File: src/rtl/multicycle_control.sv
// Multicycle RV32I main control FSM: sequences fetch/decode/execute/mem/writeback over a
// shared memory port, with bounded mem_ready waits and a sticky, absorbing fault state.
module multicycle_control #(
  parameter int MAX_WAIT   = 15,
  parameter int WAIT_W     = 8,
  parameter int EN_JAL_LUI = 1
) (
  input  logic       clk,
  input  logic       rst_n,
  input  logic [6:0] opcode,
  input  logic       zero,
  input  logic       mem_ready,
  output logic       pc_write,
  output logic       adr_src,
  output logic       mem_read,
  output logic       mem_write,
  output logic       ir_write,
  output logic       reg_write,
  output logic [1:0] result_src,
  output logic [1:0] alu_src_a,
  output logic [1:0] alu_src_b,
  output logic [1:0] alu_op,
  output logic       fault,
  output logic [3:0] state_dbg
);

  typedef enum logic [3:0] {
    S_FETCH    = 4'd0,
    S_DECODE   = 4'd1,
    S_MEMADR   = 4'd2,
    S_MEMREAD  = 4'd3,
    S_MEMWB    = 4'd4,
    S_MEMWRITE = 4'd5,
    S_EXECR    = 4'd6,
    S_EXECI    = 4'd7,
    S_ALUWB    = 4'd8,
    S_BEQ      = 4'd9,
    S_JAL      = 4'd10,
    S_LUI      = 4'd11,
    S_FAULT    = 4'd15
  } state_t;

  localparam logic [6:0] OP_LOAD   = 7'b0000011;
  localparam logic [6:0] OP_STORE  = 7'b0100011;
  localparam logic [6:0] OP_RTYPE  = 7'b0110011;
  localparam logic [6:0] OP_ITYPE  = 7'b0010011;
  localparam logic [6:0] OP_BRANCH = 7'b1100011;
  localparam logic [6:0] OP_JAL    = 7'b1101111;
  localparam logic [6:0] OP_LUI    = 7'b0110111;

  localparam logic [WAIT_W-1:0] WAIT_LAST = WAIT_W'(MAX_WAIT - 1);
  localparam logic [WAIT_W-1:0] WAIT_MAX  = WAIT_W'(MAX_WAIT);

  state_t            state;
  state_t            state_nxt;
  logic [WAIT_W-1:0] wait_cnt;
  logic              mem_state;
  logic              timeout;

  assign mem_state = (state == S_FETCH) || (state == S_MEMREAD) || (state == S_MEMWRITE);
  // A completing handshake in the last allowed cycle beats the timeout.
  assign timeout   = mem_state && !mem_ready && (wait_cnt == WAIT_LAST);

  always_comb begin
    state_nxt = state;
    case (state)
      S_FETCH:    if (mem_ready) state_nxt = S_DECODE;
                  else if (timeout) state_nxt = S_FAULT;
      S_DECODE: begin
        case (opcode)
          OP_LOAD, OP_STORE: state_nxt = S_MEMADR;
          OP_RTYPE:          state_nxt = S_EXECR;
          OP_ITYPE:          state_nxt = S_EXECI;
          OP_BRANCH:         state_nxt = S_BEQ;
          OP_JAL:            state_nxt = (EN_JAL_LUI != 0) ? S_JAL : S_FAULT;
          OP_LUI:            state_nxt = (EN_JAL_LUI != 0) ? S_LUI : S_FAULT;
          default:           state_nxt = S_FAULT;
        endcase
      end
      S_MEMADR:   state_nxt = (opcode == OP_LOAD) ? S_MEMREAD : S_MEMWRITE;
      S_MEMREAD:  if (mem_ready) state_nxt = S_MEMWB;
                  else if (timeout) state_nxt = S_FAULT;
      S_MEMWB:    state_nxt = S_FETCH;
      S_MEMWRITE: if (mem_ready) state_nxt = S_FETCH;
                  else if (timeout) state_nxt = S_FAULT;
      S_EXECR:    state_nxt = S_ALUWB;
      S_EXECI:    state_nxt = S_ALUWB;
      S_ALUWB:    state_nxt = S_FETCH;
      S_BEQ:      state_nxt = S_FETCH;
      S_JAL:      state_nxt = S_ALUWB;
      S_LUI:      state_nxt = S_FETCH;
      default:    state_nxt = S_FAULT;
    endcase
  end

  always_ff @(posedge clk or negedge rst_n) begin
    if (!rst_n) begin
      state    <= S_FETCH;
      wait_cnt <= '0;
    end else begin
      state <= state_nxt;
      if (!mem_state || mem_ready || (state_nxt != state))
        wait_cnt <= '0;
      else if (wait_cnt != WAIT_MAX)
        wait_cnt <= wait_cnt + WAIT_W'(1);
    end
  end

  // Outputs are gated by rst_n so an in-flight strobe drops the moment reset asserts.
  always_comb begin
    pc_write   = 1'b0;
    adr_src    = 1'b0;
    mem_read   = 1'b0;
    mem_write  = 1'b0;
    ir_write   = 1'b0;
    reg_write  = 1'b0;
    result_src = 2'b00;
    alu_src_a  = 2'b00;
    alu_src_b  = 2'b00;
    alu_op     = 2'b00;
    fault      = 1'b0;
    state_dbg  = 4'd0;
    if (rst_n) begin
      state_dbg = state;
      case (state)
        S_FETCH: begin
          mem_read   = 1'b1;
          alu_src_b  = 2'b10;
          result_src = 2'b10;
          ir_write   = mem_ready;
          pc_write   = mem_ready;
        end
        S_DECODE: begin
          alu_src_a = 2'b01;
          alu_src_b = 2'b01;
        end
        S_MEMADR: begin
          alu_src_a = 2'b10;
          alu_src_b = 2'b01;
        end
        S_MEMREAD: begin
          mem_read = 1'b1;
          adr_src  = 1'b1;
        end
        S_MEMWB: begin
          reg_write  = 1'b1;
          result_src = 2'b01;
        end
        S_MEMWRITE: begin
          mem_write = 1'b1;
          adr_src   = 1'b1;
        end
        S_EXECR: begin
          alu_src_a = 2'b10;
          alu_op    = 2'b10;
        end
        S_EXECI: begin
          alu_src_a = 2'b10;
          alu_src_b = 2'b01;
          alu_op    = 2'b11;
        end
        S_ALUWB:  reg_write = 1'b1;
        S_BEQ: begin
          alu_src_a = 2'b10;
          alu_op    = 2'b01;
          pc_write  = zero;
        end
        S_JAL: begin
          alu_src_a = 2'b01;
          alu_src_b = 2'b10;
          pc_write  = 1'b1;
        end
        S_LUI: begin
          reg_write  = 1'b1;
          result_src = 2'b11;
        end
        S_FAULT:  fault = 1'b1;
        default:  fault = 1'b1;
      endcase
    end
  end

endmodule

File: config.mk
export PLATFORM = sky130hd
export DESIGN_NAME = multicycle_control
export DESIGN_NICKNAME = d
export VERILOG_FILES = /design/src/rtl/multicycle_control.sv
export SDC_FILE = /design/constraint.sdc
export NUM_CORES = 1
export LEC_CHECK = 0
export BUFFER_PORTS_ARGS = -buffer_cell sky130_fd_sc_hd__buf_2
export CAP_MARGIN = 30
export CORE_AREA = 2 2 52 54
export DETAILED_ROUTE_END_ITERATION = 10
export DIE_AREA = 0 0 54 56
export GPL_ROUTABILITY_DRIVEN = 0
export PLACE_DENSITY_LB_ADDON = 0.2
export SYNTH_ARGS = -nofsm -noshare
export SYNTH_HDL_FRONTEND = slang
export SYNTH_SLANG_ARGS = --single-unit
File: constraint.sdc
create_clock -name clk -period 1.5 [get_ports clk]
set_input_delay 0.3 -clock clk [delete_from_list [all_inputs] [get_ports clk]]
set_output_delay 0.3 -clock clk [all_outputs]
set_load 0.02 [all_outputs]
==> implementation parameters, run 1 <==
Parameter                              Value

Global route
  Number of global-route vias before repair    1227
  Global-route wire length before repair    5550 um
  Total track usage    0.239
  Maximum number of pins on one net before global-route repair    15
  Gr ovfl total    0
  Initial antenna violation count    0

Finish
  Leading cell types in the layout, fill and taps excluded    sky130_fd_sc_hd__buf_4, sky130_fd_sc_hd__buf_2, sky130_fd_sc_hd__buf_6
  Area growth from synthesis to layout    79.1%
  Area of the multi-input gates    946 um^2
  Antenna diode count    0
  Total number of nets in the final design    222
  Fill cell total of the finished layout    158
  Sequential cell area    304 um^2
  Post-route design area    1910 um^2
  Ratio of cells with drive above 1 in the final layout    0.601
  Filler-free cell count of the finished design    238
  Commonest non-fill, non-tap cell in the layout    sky130_fd_sc_hd__buf_4

Placement
  HPWL reported at the end of detailed placement    2340 um
  Placed instance area    1480 um^2
  Total instance count after detailed placement    219
  Input/output buffers    29
  Placement-stage worst setup slack    -127 ps

Power and ir drop
  Combinational Power Share    0.782
  Internal power    1.89 mW
  Worst ir drop on vdd    1530 uV
  Proportion of power drawn by flip-flops and latches    0.140
  PwrDens    1840 nW/um^2
  Switching part of the total power    0.460
  Switch Pwr    1.62 mW
  Clk network pwr share    0.078
  Leakage dissipation    0.867 nW

Floorplan
  Starting Density    0.438
  Row count    18
  Horizontal extent of the die    54 um
  Overall die height    56 um
  Core area    2430 um^2
  Die Footprint    3020 um^2
  I/O Pins    30

Status
  Run status    finished with violations
  Violations in the final reports    setup timing

Synthesis
  Count of unique library cells instantiated by Yosys    40
  Synthesized Nets    151
  Average instance area after synthesis    7.72 um^2
  Instance count of the mapped netlist    138
  Yosys warning count    0
  Netlist area before placement    1070 um^2
  Portion of the post-synthesis area used by sequential elements    0.282
  Register bit total from synthesis    12

Setup path
  Register-to-Register Setup Slack    -180 ps
  Data required, critical path    1200 ps
  Data arrival at the endpoint of the critical path    1580 ps
  Start of the worst register-to-register path    state[0]
  Destination of the worst register-to-register timing path    wait_cnt[1]
  CP Launch Type    flip-flop
  Number of cells traversed by the worst register-to-register path    5
  Category of the worst setup path capture point    primary output
  Path type of the worst setup path    reg -> out
  Worst-path maximum fanout    4

Detailed routing
  Post-detailed-route wirelength per cell    16.4 um
  Violation count after the first detailed-route iteration    30
  Number of nets with antenna violations after detailed routing    0
  Drt first pass iters    4
  Overall routed net length    3900 um
  Via count of the routed design    1364
  Post-detailed-route DRC marker count    0
  Via count normalized by instance count    5.73

STA
  Worst-margin pin slew    353 ps
  Count of pins over their slew limit    0
  Accumulated negative setup slack    -5860 ps
  Min setup slack post-route    -379 ps
  Relative slew slack    0.762
  Clock period minus final worst setup slack    1880 ps
  Highest achievable clock rate    0.532 GHz
  Final cycle utilization of the critical path    1.25
  Maximum clock skew at final layout    1.30 ps
  Final Hold Fails    0
  RSZ-0062 raised after global routing    yes
  Minimum hold slack    92.0 ps
  Setup violations, final    29

Clock network
  Number of sinks handled by clock tree synthesis    12
  Worst-skew pair later-pin latency    280 ps
  Clock tree from TritonCTS    built
  CTS clock-pin slew for the worst setup and hold paths    90 ps
  TritonCTS Buffers    3
  Buffers from clock root to sink, at most    2
  Total number of H-tree levels    1
  Cell chosen for the clock root    sky130_fd_sc_hd__clkbuf_4

Hold path
  Worst min path class    in -> async

Run
  Max_cap viols    0
[worst max-delay path by stage]
stage	end	startpoint	slack [ps]
floorplan	reg_write	state[1]	-110
global placement	wait_cnt[1]	state[0]	-120
detailed placement	wait_cnt[1]	state[0]	-130
CTS	reg_write	state[0]	-380
global route	result_src[0]	state[0]	-430
finish	reg_write	state[1]	-380
[timing repair]
item | 4_1_cts | 5_1_grt
pin swaps | 4 | 9
setup endpoints to repair | 27 | 31
buffers inserted | 3 | 12
gates resized for setup | 41 | 37
hold buffers | 0 | 0
gates cloned | 0 | 1
[cells by family (layout without fill, tap and decap cells)]
group	after synthesis	in the layout	synth area share
AND/OR/NAND/NOR	74	74	0.374
AO/OA/AOI/OAI	30	30	0.204
buffers and inverters	13	83	0.0587
flip-flops	12	12	0.282
XOR/XNOR	7	7	0.0575
adder cells (fa/ha/maj)	2	2	0.0235
[synth_stat cells (all sizes together)]
cell     count  area [um^2]
o311ai       3         26.3
nand3        3         15.0
or4          3         26.3
nor2        19         71.3
nor2b        4         25.0
nand4b       2         17.5
o32ai        2         36.3
or3b         1         8.76
and3         2         12.5
o21a         1         7.51
ha           2         25.0
a211oi       2         15.0
dfrtp       12          300
nor4         3         18.8
a31oi        1         6.26
o31ai        2         15.0
nor3         7         35.0
nand2b       3         26.3
o221ai       1         8.76
a21oi        8         40.0
a21boi       2         15.0
and4         2         17.5
o2111ai      2         17.5
or3          1         11.3
nand3b       1         7.51
inv          6         22.5
buf          2         18.8
nand4        1         6.26
clkbuf       5         21.3
xor2         5         43.8
and2         4         25.0
o21ai        6         30.0
nor3b        2         15.0
nand2       16         60.1
xnor2        2         17.5
[registers in the layout, indices dropped and copies added, names as in the netlist]
signal and count:
state 4, wait_cnt 8
[metrics by stage]
| step | util | total power [mW] |
|---|---|---|
| after floorplan | - | 1.61 |
| after global placement | 0.606 | 2.23 |
| after global routing | 0.785 | 3.68 |
| final | 0.785 | 3.51 |
| after detailed placement | 0.606 | 2.26 |
| after CTS | 0.683 | 2.86 |
[metal layers]
| metal | routed length, um | GRT usage |
|---|---|---|
| met3 | 251 | 0.0403 |
| met2 | 1940 | 0.375 |
| met5 | 0 | 0 |
| met1 | 1580 | 0.330 |
| met4 | 120 | 0.0679 |
[power by group through the flow]
stage                     registers, mW  logic [mW]  clock network [mW]
after floorplan                   0.466        1.15                   0
after global placement            0.463        1.76                   0
after detailed placement          0.464        1.79                   0
after CTS                         0.475        2.11               0.276
after global routing              0.498        2.90               0.287
final                             0.490        2.74               0.275
[final cells by class]
type	instances	share of cell area
multi-input combinational	113	0.495
sequential	12	0.159
timing repair buffer	73	0.295
tap	30	0.0197
clock buffer	4	0.0190
inverter	6	0.0118
[worst max-delay path, cell delays in order, from the launching register on]
cell and delay, ps:
sky130_fd_sc_hd__dfrtp_2 460, sky130_fd_sc_hd__nor2b_4 150, sky130_fd_sc_hd__or4_4 430, sky130_fd_sc_hd__a21boi_4 140, sky130_fd_sc_hd__buf_6 130
(Power assumes the default switching activity.)
==> run 2: changes to the inputs <==
--- a/config.mk
+++ b/config.mk
@@ -12,6 +12,7 @@
 export DIE_AREA = 0 0 54 56
 export GPL_ROUTABILITY_DRIVEN = 0
 export PLACE_DENSITY_LB_ADDON = 0.2
+export RECOVER_POWER = 100
 export SYNTH_ARGS = -nofsm -noshare
 export SYNTH_HDL_FRONTEND = slang
 export SYNTH_SLANG_ARGS = --single-unit
==> implementation parameters, run 2 (synthesized netlist as in run 1, its figures left out) <==
Parameter                              Value

Setup path
  Worst-path maximum fanout    4
  Data required, critical path    1200 ps
  CP Launch Type    flip-flop
  Path type of the worst setup path    reg -> out
  Category of the worst setup path capture point    primary output
  Data arrival at the endpoint of the critical path    1580 ps

Finish
  Area growth from synthesis to layout    78.6%
  Total number of nets in the final design    222
  Post-route design area    1900 um^2
  Largest registers    wait_cnt: 8 flops, state: 4 flops
  Post-route core utilization    0.783
  Commonest non-fill, non-tap cell in the layout    sky130_fd_sc_hd__buf_4
  Max reg flops    8
  Filler-free cell count of the finished design    238
  Leading cell types in the layout, fill and taps excluded    sky130_fd_sc_hd__buf_4, sky130_fd_sc_hd__buf_2, sky130_fd_sc_hd__buf_6
  Register bank with the most flops    wait_cnt
  Antenna diode count    0
  Ratio of cells with drive above 1 in the final layout    0.591
  Fill cell total of the finished layout    161

Global route
  Total track usage    0.239
  Global-route wire length before repair    5550 um
  Met2 routing resource usage after global routing    0.375
  Initial antenna violation count    0
  Most Used Layer, Global Route    met2
  Met3 GRT Util    0.0403
  Maximum number of pins on one net before global-route repair    15
  GR met1 Demand/Resource    0.330
  Gr ovfl total    0
  Number of global-route vias before repair    1227

Detailed routing
  Via count of the routed design    1375
  Overall routed net length    3910 um
  Post-detailed-route wirelength per cell    16.4 um
  Number of nets with antenna violations after detailed routing    0
  Post-detailed-route DRC marker count    0
  Drt first pass iters    4
  Via count normalized by instance count    5.78
  Violation count after the first detailed-route iteration    30

Status
  Violations in the final reports    setup timing
  Run status    finished with violations

STA
  Setup violations, final    29
  Final Hold Fails    0
  RSZ-0062 raised after global routing    yes
  Relative slew slack    0.599
  Count of pins over their slew limit    0
  Min setup slack post-route    -376 ps
  Minimum hold slack    332 ps
  Accumulated negative setup slack    -5850 ps
  Final cycle utilization of the critical path    1.25
  Highest achievable clock rate    0.533 GHz
  Maximum clock skew at final layout    1.43 ps
  Clock period minus final worst setup slack    1880 ps
  Worst-margin pin slew    601 ps

Floorplan
  Overall die height    56 um
  Core area    2430 um^2
  Row count    18
  Horizontal extent of the die    54 um
  Starting Density    0.438
  I/O Pins    30
  Die Footprint    3020 um^2

Clock network
  TritonCTS Buffers    3
  Number of sinks handled by clock tree synthesis    12
  Worst-skew pair later-pin latency    280 ps
  CTS clock-pin slew for the worst setup and hold paths    90 ps
  Count of hold-fix buffers inserted at cts    0
  Clock tree from TritonCTS    built
  Cell chosen for the clock root    sky130_fd_sc_hd__clkbuf_4
  Buffers from clock root to sink, at most    2
  Total number of H-tree levels    1

Placement
  Placed instance area    1480 um^2
  Total instance count after detailed placement    219
  HPWL reported at the end of detailed placement    2340 um
  Placement-stage worst setup slack    -127 ps
  Input/output buffers    29

Power and ir drop
  PwrDens    1840 nW/um^2
  Leakage dissipation    0.861 nW
  Worst ir drop on vdd    1530 uV
  Total power    3.51 mW

Run
  Max_cap viols    0

Hold path
  Worst min path class    in -> async
[run 2: changes by cell type in the layout (fill, tap and decap cells not counted), sizes merged]
cell,change
clkbuf,+2
buf,-2
[run 2: power breakdown]
group	internal [mW]	switching [mW]	leakage (nW)	total [mW]
Clock	0.148	0.126	0.0210	0.274
Sequential	0.402	0.0888	0.157	0.491
Combinational	1.34	1.40	0.683	2.74
[run 2: layer usage]
metal | routed length, um | vias to the layer above
met5 | 0 | -
met4 | 148 | 0
li1 | - | 640
met1 | 1550 | 650
met3 | 271 | 17
met2 | 1940 | 68
[run 2: area by class of cell]
class / instances / area [um^2] / area share
multi-input combinational: 113 / 946 / 0.497
timing repair buffer: 73 / 558 / 0.293
sequential: 12 / 304 / 0.160
tap: 30 / 37.5 / 0.0197
clock buffer: 4 / 36.3 / 0.0191
inverter: 6 / 22.5 / 0.0118
[run 2: path summary, 6_finish.rpt]
check	startpoint	to	slack [ps]	cells past startpoint
worst max-delay path	state[1]	reg_write	-380	4
worst min-delay path	rst_n	state[1]	330	2
worst max register to register	state[0]	wait_cnt[1]	-180	5
worst min register to register	wait_cnt[1]	wait_cnt[1]	580	2
max in group asynchronous	rst_n	state[3]	400	3
min in group clk	opcode[4]	state[1]	380	3
[run 2: timing repair]
| item | CTS | global route |
|---|---|---|
| buffers inserted | 3 | 12 |
| pin swaps | 4 | 9 |
| endpoints found under the setup margin | 27 | 31 |
| cloned | 0 | 1 |
| gates resized for setup | 41 | 37 |
[run 2: worst max-delay path: stages, from the launching register on]
cell and delay [ps]:
sky130_fd_sc_hd__dfrtp_2 460, sky130_fd_sc_hd__nor2b_4 150, sky130_fd_sc_hd__or4_4 430, sky130_fd_sc_hd__a21boi_4 140, sky130_fd_sc_hd__buf_6 130
